$ cat src/rtl/rec_play_ctrl.sv
// rtl/rec_play_ctrl.sv - transport FSM and two-cycle SRAM access sequencer for the audio recorder
module rec_play_ctrl #(
    parameter int ADDR_W   = 18,
    parameter int MAX_ADDR = 262143
) (
    input  logic              clk,
    input  logic              reset,
    input  logic              btn_play,
    input  logic              btn_record,
    input  logic              btn_stop,
    input  logic              wr_req,
    input  logic [15:0]       wr_data,
    output logic              wr_ack,
    input  logic              rd_req,
    output logic [15:0]       rd_data,
    output logic              rd_valid,
    output logic [ADDR_W-1:0] mem_addr,
    output logic              mem_wr,
    output logic              mem_rd,
    output logic [15:0]       mem_wdata,
    input  logic [15:0]       mem_rdata,
    output logic [1:0]        state,
    output logic [ADDR_W:0]   end_addr,
    output logic              play_done
);

    typedef enum logic [1:0] {
        S_IDLE  = 2'd0,
        S_REC   = 2'd1,
        S_PLAY  = 2'd2,
        S_PAUSE = 2'd3
    } state_t;

    localparam logic [ADDR_W:0] LAST = (ADDR_W+1)'(MAX_ADDR);

    state_t            state_q, state_d;
    logic [2:0]        btn_q;
    logic [ADDR_W:0]   addr_q, addr_d, end_q, end_d;
    logic              busy_q, busy_d, dir_q, dir_d;
    logic [ADDR_W-1:0] mem_addr_q, mem_addr_d;
    logic              mem_wr_q, mem_wr_d, mem_rd_q, mem_rd_d;
    logic [15:0]       mem_wdata_q, mem_wdata_d;
    logic [15:0]       rd_data_q, rd_data_d;
    logic              rd_valid_q, rd_valid_d, wr_ack_q, wr_ack_d;
    logic              play_done_q, play_done_d;
    logic              pend_wr_q, pend_wr_d, pend_rd_q, pend_rd_d;
    logic [15:0]       pend_wdata_q, pend_wdata_d;

    logic              stop_e, rec_e, play_e;
    logic              cpl_wr, cpl_rd;
    logic              wr_go, rd_go, rd_mute, wr_keep, rd_keep;
    logic [ADDR_W:0]   addr_inc, addr_c;

    always_comb begin
        stop_e   = btn_stop & ~btn_q[2];
        rec_e    = btn_record & ~btn_q[1] & ~stop_e;
        play_e   = btn_play & ~btn_q[0] & ~stop_e & ~(btn_record & ~btn_q[1]);
        // busy_q marks the strobe cycle, so the next edge always retires the transaction
        cpl_wr   = busy_q & ~dir_q;
        cpl_rd   = busy_q & dir_q;
        addr_inc = addr_q + 1'b1;
        addr_c   = busy_q ? addr_inc : addr_q;

        state_d     = state_q;
        addr_d      = addr_c;
        end_d       = end_q;
        play_done_d = cpl_rd && (addr_inc == end_q);

        case (state_q)
            S_IDLE: begin
                if (rec_e) begin
                    state_d = S_REC;
                    addr_d  = '0;
                end else if (play_e && (end_q != '0)) begin
                    state_d = S_PLAY;
                    addr_d  = '0;
                end
            end
            S_REC: begin
                if (stop_e) begin
                    state_d = S_IDLE;
                    end_d   = addr_c;
                    addr_d  = '0;
                end else if (rec_e) begin
                    addr_d = '0;
                end else if (cpl_wr && (addr_q == LAST)) begin
                    state_d = S_IDLE;
                    end_d   = addr_inc;
                    addr_d  = '0;
                end
            end
            S_PLAY: begin
                if (stop_e || play_done_d) begin
                    state_d = S_IDLE;
                    addr_d  = '0;
                end else if (play_e) begin
                    state_d = S_PAUSE;
                end
            end
            default: begin
                if (stop_e) begin
                    state_d = S_IDLE;
                    addr_d  = '0;
                end else if (play_e) begin
                    state_d = S_PLAY;
                end
            end
        endcase

        mem_wr_d    = 1'b0;
        mem_rd_d    = 1'b0;
        busy_d      = 1'b0;
        dir_d       = dir_q;
        mem_addr_d  = mem_addr_q;
        mem_wdata_d = mem_wdata_q;
        wr_ack_d    = cpl_wr;
        rd_valid_d  = cpl_rd;
        rd_data_d   = cpl_rd ? mem_rdata : rd_data_q;

        // Never launch on an edge that also leaves the state, so a strobe always retires in-state
        wr_go   = pend_wr_q && !busy_q && (state_q == S_REC) && (state_d == S_REC);
        rd_go   = pend_rd_q && !busy_q && (state_q == S_PLAY) && (state_d == S_PLAY);
        rd_mute = pend_rd_q && (state_q != S_PLAY);

        if (wr_go) begin
            mem_wr_d    = 1'b1;
            busy_d      = 1'b1;
            dir_d       = 1'b0;
            mem_addr_d  = addr_d[ADDR_W-1:0];
            mem_wdata_d = pend_wdata_q;
        end else if (rd_go) begin
            mem_rd_d   = 1'b1;
            busy_d     = 1'b1;
            dir_d      = 1'b1;
            mem_addr_d = addr_d[ADDR_W-1:0];
        end

        if (rd_mute) begin
            rd_valid_d = 1'b1;
            rd_data_d  = '0;
        end

        wr_keep      = pend_wr_q && !wr_go && (state_q == S_REC) && (state_d == S_REC);
        pend_wr_d    = wr_keep || (wr_req && (state_q == S_REC));
        pend_wdata_d = (wr_req && !wr_keep) ? wr_data : pend_wdata_q;
        rd_keep      = pend_rd_q && !rd_go && !rd_mute;
        pend_rd_d    = rd_keep || rd_req;
    end

    always_ff @(posedge clk or negedge reset) begin
        if (!reset) begin
            state_q      <= S_IDLE;
            btn_q        <= '0;
            addr_q       <= '0;
            end_q        <= '0;
            busy_q       <= 1'b0;
            dir_q        <= 1'b0;
            mem_addr_q   <= '0;
            mem_wr_q     <= 1'b0;
            mem_rd_q     <= 1'b0;
            mem_wdata_q  <= '0;
            rd_data_q    <= '0;
            rd_valid_q   <= 1'b0;
            wr_ack_q     <= 1'b0;
            play_done_q  <= 1'b0;
            pend_wr_q    <= 1'b0;
            pend_rd_q    <= 1'b0;
            pend_wdata_q <= '0;
        end else begin
            state_q      <= state_d;
            btn_q        <= {btn_stop, btn_record, btn_play};
            addr_q       <= addr_d;
            end_q        <= end_d;
            busy_q       <= busy_d;
            dir_q        <= dir_d;
            mem_addr_q   <= mem_addr_d;
            mem_wr_q     <= mem_wr_d;
            mem_rd_q     <= mem_rd_d;
            mem_wdata_q  <= mem_wdata_d;
            rd_data_q    <= rd_data_d;
            rd_valid_q   <= rd_valid_d;
            wr_ack_q     <= wr_ack_d;
            play_done_q  <= play_done_d;
            pend_wr_q    <= pend_wr_d;
            pend_rd_q    <= pend_rd_d;
            pend_wdata_q <= pend_wdata_d;
        end
    end

    assign state     = state_q;
    assign end_addr  = end_q;
    assign mem_addr  = mem_addr_q;
    assign mem_wr    = mem_wr_q;
    assign mem_rd    = mem_rd_q;
    assign mem_wdata = mem_wdata_q;
    assign rd_data   = rd_data_q;
    assign rd_valid  = rd_valid_q;
    assign wr_ack    = wr_ack_q;
    assign play_done = play_done_q;

endmodule

$ cat config.mk
export PLATFORM = sky130hd
export DESIGN_NAME = rec_play_ctrl
export DESIGN_NICKNAME = d
export VERILOG_FILES = /design/src/rtl/rec_play_ctrl.sv
export SDC_FILE = /design/constraint.sdc
export NUM_CORES = 1
export LEC_CHECK = 0
export BUFFER_PORTS_ARGS = -buffer_cell sky130_fd_sc_hd__buf_2
export CAP_MARGIN = 20
export CORE_ASPECT_RATIO = 1.5
export CORE_MARGIN = 5
export CORE_UTILIZATION = 61
export CTS_BUF_LIST = sky130_fd_sc_hd__clkbuf_8
export DETAILED_ROUTE_END_ITERATION = 16
export GPL_ROUTABILITY_DRIVEN = 0
export PLACE_DENSITY_LB_ADDON = 0.25
export SLEW_MARGIN = 20
export SYNTH_ARGS = -nofsm -noshare
export SYNTH_HDL_FRONTEND = slang
export SYNTH_SLANG_ARGS = --single-unit
$ cat constraint.sdc
create_clock -name clk -period 4.7 [get_ports clk]
set_input_delay 0.705 -clock clk [delete_from_list [all_inputs] [get_ports clk]]
set_output_delay 0.705 -clock clk [all_outputs]
set_load 0.05 [all_outputs]
## Word-level counts from Yosys, hierarchy flattened

Cells that the tools add are included.

| storage, ports and cells | value |
|---|---|
| register bits after elaboration | 118 |
| input port bits | 39 |
| output and inout bits | 76 |

| operators by class | value |
|---|---|
| $add $sub $neg | 1 |
| eq/ne operators | 8 |
| muxes and demuxes | 33 |
| bitwise gates (word level) | 14 |
| reductions and logical operators | 31 |

Operator list:

| operator | number |
|---|---|
| two-way mux 19 bit | 11 |
| one-hot mux 19 bit (3 select lines) | 1 |
| two-way mux 18 bit | 2 |
| two-way mux 16 bit | 2 |
| adder 19 x 1 -> 19 bit (second input constant) | 1 |
| equality test 19 x 18 -> 1 bit (second input constant) | 1 |
| equality test 19 bit | 1 |
| nonzero test 19 bit | 1 |
| two-way mux 2 bit | 9 |
| logical AND 1 bit | 17 |
| bitwise AND 1 bit | 8 |
| two-way mux 1 bit | 7 |
| NOT 1 bit | 6 |
| one-hot mux 2 bit (3 select lines) | 1 |
| nonzero test 2 bit | 3 |
| logical NOT 1 bit | 5 |
| equality test 2 x 1 -> 1 bit (second input constant) | 2 |
| equality test 2 bit (second input constant) | 2 |
| inequality test 2 bit (second input constant) | 2 |
| logical OR 1 bit | 3 |
| AND reduction 3 bit | 1 |
| logical NOT 2 bit | 1 |

## Depth between registers and ports, before layout

| depth | value |
|---|---|
| word-level depth | 17 |
| mapped depth | 11 |
| depth with buffers taken out | 9 |

## Least setup slack after synthesis

OpenSTA, ideal clock, no wires.

| timing | value |
|---|---|
| path type | register to register |
| start point | reg addr_q[1] |
| end point | reg mem_addr_q[8], in the netlist mem_addr[8] |
| data arrival time | 2.922 ns |
| slack | 1.638 ns |
| cell stages (with the launch flop) | 12 |
| clock period less this slack | 3.062 ns |
| cell sequence | dfrtp_1 ha_1 clkbuf_2 nand3_2 nor4_1 xnor2_1 o21ai_1 a2111o_1 or4_4 a41oi_4 buf_8 o31ai_1 |

| between the ends | value |
|---|---|
| longest elaborated chain between the ends | 9 |

Ends and longest elaborated chain:

| element | line | text |
|---|---|---|
| start, declared | 38 | `logic [ADDR_W:0] addr_q, addr_d, end_q, end_d;` |
| start signal, assigned | 172 | `addr_q <= addr_d;` |
| adder 19 x 1 -> 19 bit / equality test 19 x 18 -> 1 bit (equally long branches) | 61, 86 |  |
| equality test 19 bit / logical AND 1 bit (equally long branches) | 67, 86 |  |
| logical AND 1 bit / two-way mux 2 bit (equally long branches) | 67, 86 |  |
| logical OR 1 bit / two-way mux 2 bit (equally long branches) | 93, 84 |  |
| two-way mux 2 bit (on tied branches) | 93, 80 |  |
| one-hot mux 2 bit (3 select lines) | 69 | `case (state_q)` |
| equality test 2 x 1 -> 1 bit / equality test 2 bit (equally long branches) | 121, 122 |  |
| logical AND 1 bit (on tied branches) | 121, 122 |  |
| two-way mux 18 bit / nonzero test 2 bit (equally long branches) | n/a |  |
| end signal, assigned | 176 | `mem_addr_q <= mem_addr_d;` |
| end, declared | 40 | `logic [ADDR_W-1:0] mem_addr_q, mem_addr_d;` |

Several ways; a longest one is shown, not always the timed one. The select of a mux whose other input is x is not followed.
A chain may end at the register's enable or synchronous reset.

## Worst setup path in the final report

| timing | value |
|---|---|
| start point | reg addr_q[0] |
| end point | reg pend_wdata_q[0] |

| between the ends | value |
|---|---|
| longest elaborated chain between the ends | 14 |

Ends and longest elaborated chain:

| element | line | text |
|---|---|---|
| adder 19 x 1 -> 19 bit / equality test 19 x 18 -> 1 bit (equally long branches) | 61, 86 |  |
| equality test 19 bit / logical AND 1 bit (equally long branches) | 67, 86 |  |
| logical AND 1 bit / two-way mux 2 bit (equally long branches) | 67, 86 |  |
| logical OR 1 bit / two-way mux 2 bit (equally long branches) | 93, 84 |  |
| two-way mux 2 bit (on tied branches) | 93, 80 |  |
| one-hot mux 2 bit (3 select lines) (*) | 69 |  |
| equality test 2 x 1 -> 1 bit (*) | 121, 143 |  |
| logical AND 1 bit | 121 | `wr_go = pend_wr_q && !busy_q && (state_q == S_REC) && (state_d == S_REC);` |
| logical NOT 1 bit | 143 | `wr_keep = pend_wr_q && !wr_go && (state_q == S_REC) && (state_d == S_REC);` |
| logical AND 1 bit (2 in a row) | 143 |  |
| logical AND 1 bit (*) | 143 |  |
| logical NOT 1 bit (*) | 145 | `pend_wdata_d = (wr_req && !wr_keep) ? wr_data : pend_wdata_q;` |
| logical AND 1 bit (*) | 145 |  |
| end signal, assigned | 186 | `pend_wdata_q <= pend_wdata_d;` |
| end, declared | 47 | `logic [15:0] pend_wdata_q, pend_wdata_d;` |

Mark *: on every way between the ends. The rest lies on a longest branch, timed or not.

==> impl_metrics.tcl <==
set metrics [dict create \
    setup_viol 0 \
    place_inst 748 \
    ys.flop_type "dfrtp_1" \
    syn_area_per_cell_sq_um 10.4 \
    clock.fmax_mhz 270 \
    finClkSkew_ns 0.00731 \
    hold_viol 0 \
    setup_ws_ns 0.992 \
    cts_root_buffer "clkbuf_8" \
    cts_tree "done" \
    grt_pass1_wl_mm 23.4 \
    yosys_warnings 0 \
    reg2reg_depth 8 \
    layout_common_cells "dfrtp_1 (118), buf_2 (113), nand2_1 (80)" \
    path_class "flip-flop to flip-flop" \
    wl_per_cell_um 17.9 \
    io_buffers 114 \
    pwr_density_cell_mw_per_mm2 569 \
    fp.dieH_um 129 \
    synth_edf_count 0 \
    pin_count 115 \
    core_sq_mm 0.00920 \
    endpoint_kind "flip-flop" \
    drcViolationCount 0 \
    final.setup.tns_ns 0 \
    maxCapViolations 0 \
    clock_latency_ns 0.43 \
    holdBufCountCts 0 \
    min_period_ns 3.71 \
    cts_buffer_depth 2 \
    clkSinkCount 118 \
    vias 4578 \
    ys_seq_elements 118 \
    ys_types 55 \
    grt_util_all_layers_pct 26.5 \
    finalCritPeriodShare_pct 78.9 \
    htreeDepth 4 \
    leakage_nw 3.13 \
    worst-path-max-fanout 16 \
    post_cts_resized 0 \
    avgViaCountPerCell 5.87 \
    dpl.hpwl_mm 10.0 \
    slew_headroom_pct 33.3 \
    drt_iter0_markers 344 \
    dr.pass1.iters 5 \
    syn_area_sq_mm 0.00572 \
    antenna_cells 0 \
    clk_pin_slew_ns 0.07 \
    drive_gt1_share_pct 31.0 \
    postSynth.asyncResetShare_pct 100 \
    wirelength_mm 14.0 \
    arrival_ns 4.02 \
    grt_pass1_vias 4695 \
    overflow 0 \
    synth_top_family_by_area "simple AND/OR/NAND/NOR gates" \
    synth_nets 590 \
    nFillCells 664 \
    nNetsFinal 695 \
    num_rows 43 \
    ir_worst_vdd_mv 0.488 \
    required_ns 5.01 \
    worst_pin_slew_ns 0.997 \
    synthAdderAreaFrac_pct 0.219 \
    stdcell_count 780 \
    grt_max_degree 86 \
    slew_viol_final 0 \
    grt_antenna_before_repair 0 \
    cp-start-kind "flip-flop" \
    start_util_pct 62.1 \
    synth_simple_gate_area_share_pct 17.0 \
    dieWidth_um 89.0 \
    syn_inst 550 \
    multiInputGateArea_sq_mm 0.00256 \
    place_ws_ns 1.06 \
    rsz0062_at_grt "no" \
    antenna_left 0 \
    regArea_sq_mm 0.00295 \
    hp-class "primary input to async pin" \
    synthMuxAreaShare_pct 7.01 \
    synth_xor_area_share_pct 8.12 \
    die-area_sq_mm 0.0114 \
    synth-seq-area-share_pct 51.7 \
    synth_compound_area_share_pct 11.9 \
    cts_buffers 17 \
    postCtsSetupRepairBufs 0 \
    area_delta_synth_final_pct 17.7 \
    final_common_cell "dfrtp_1" \
    status "completed" \
]
## routing by layer
metal	vias up	global-route usage (%)	wire length (um)
met5	-	0	0
met4	0	14.3	620
met3	54	7.30	1060
met2	199	44.0	7270
met1	2207	30.8	5010
li1	2118	-	-
## state kept, by name, indices dropped and copies added (netlist names)
signal,count
addr_q,19
wr_ack,1
mem_wr,1
pend_wdata_q,16
play_done,1
rd_data,16
mem_rd,1
mem_addr,18
dir_q,1
pend_rd_q,1
rd_valid,1
mem_wdata,16
pend_wr_q,1
btn_q,3
busy_q,1
state,2
end_addr,19
## cells in the mapped netlist, types with 3 or more instances
cell | instances | share of area (%)
dfrtp_1 | 118 | 52
nand2_1 | 80 | 5.3
nor2_1 | 42 | 2.8
mux2_2 | 32 | 6.3
xnor2_1 | 32 | 4.9
a21oi_1 | 29 | 2.5
o21ai_0 | 24 | 2.1
xor2_1 | 21 | 3.2
clkbuf_1 | 16 | 1.1
o31ai_1 | 12 | 1.6
nand4_1 | 11 | 1.2
inv_1 | 10 | 0.66
nand3_1 | 9 | 0.79
nor3_1 | 9 | 0.79
nor4_1 | 8 | 0.88
o31ai_2 | 8 | 1.8
buf_2 | 6 | 0.53
buf_4 | 6 | 0.79
nand2b_1 | 5 | 0.55
nor2b_1 | 5 | 0.55
or3_1 | 5 | 0.55
a21o_1 | 4 | 0.53
and3_1 | 4 | 0.44
mux2i_1 | 4 | 0.70
a211oi_1 | 3 | 0.39
a21boi_0 | 3 | 0.39
and2_1 | 3 | 0.33
## final cells by class
| type | instances | area share, % |
|---|---|---|
| well taps | 112 | 2.08 |
| clock buffers | 18 | 3.68 |
| repair buffers | 121 | 9.36 |
| flip-flops and latches | 118 | 43.9 |
| clock inverters | 14 | 2.36 |
| multi-input cells | 386 | 38.0 |
| inverters | 11 | 0.614 |
## through the flow
| stage | util (%) | hold slack [ns] | total power, mW | instance area, sq um |
|---|---|---|---|---|
| 2_1_floorplan | - | 0.409 | 2.54 | 5720 |
| 3_3_place_gp | 68.6 | 0.456 | 2.87 | 6310 |
| 3_5_place_dp | 68.6 | 0.466 | 2.91 | 6310 |
| 4_1_cts | 73.0 | 0.382 | 3.85 | 6720 |
| 5_1_grt | 73.1 | 0.382 | 4.01 | 6730 |
| 6_report | 73.1 | 0.324 | 3.83 | 6730 |
## power by group
group | total (mW) | switching, mW | internal, mW
Combinational | 1.46 | 1.08 | 0.384
Clock | 0.941 | 0.407 | 0.534
Sequential | 1.43 | 0.197 | 1.23
Total | 3.83 | 1.68 | 2.15
## worst paths after layout
path                                         start                     endpoint  slack (ns)
max                            addr_q[0]$_DFF_PN0_  pend_wdata_q[0]$_DFFE_PN0P_        0.99
min                                          reset     mem_addr[17]$_DFFE_PN0P_        0.32
max reg2reg                    addr_q[0]$_DFF_PN0_  pend_wdata_q[0]$_DFFE_PN0P_        0.99
min reg2reg                mem_addr[2]$_DFFE_PN0P_      mem_addr[2]$_DFFE_PN0P_        0.47
max in group asynchronous                    reset      end_addr[1]$_DFFE_PN0P_        3.43
min in group clk                        btn_record           btn_q[1]$_DFF_PN0_        0.40
## cell families (layout without fill, tap and decap cells)
| logic type | count (synthesis) | count (layout) |
|---|---|---|
| XOR/XNOR | 53 | 53 |
| flip-flops | 118 | 118 |
| multiplexers | 36 | 36 |
| AO/OA/AOI/OAI | 99 | 99 |
| AND/OR/NAND/NOR | 197 | 197 |
| adder cells (fa/ha/maj) | 1 | 1 |
| buffers and inverters | 46 | 164 |
## worst max-delay path, stage by stage, from the launching register on
cell     delay [ns]
dfrtp_1        0.55
ha_1           0.38
nand3_2        0.22
nor3_1         0.47
nand4_1        0.21
a21oi_1        0.36
nor2_1         0.13
a31oi_2        0.83
mux2_2         0.42
Note: power is estimated with default switching activity, not from simulation.
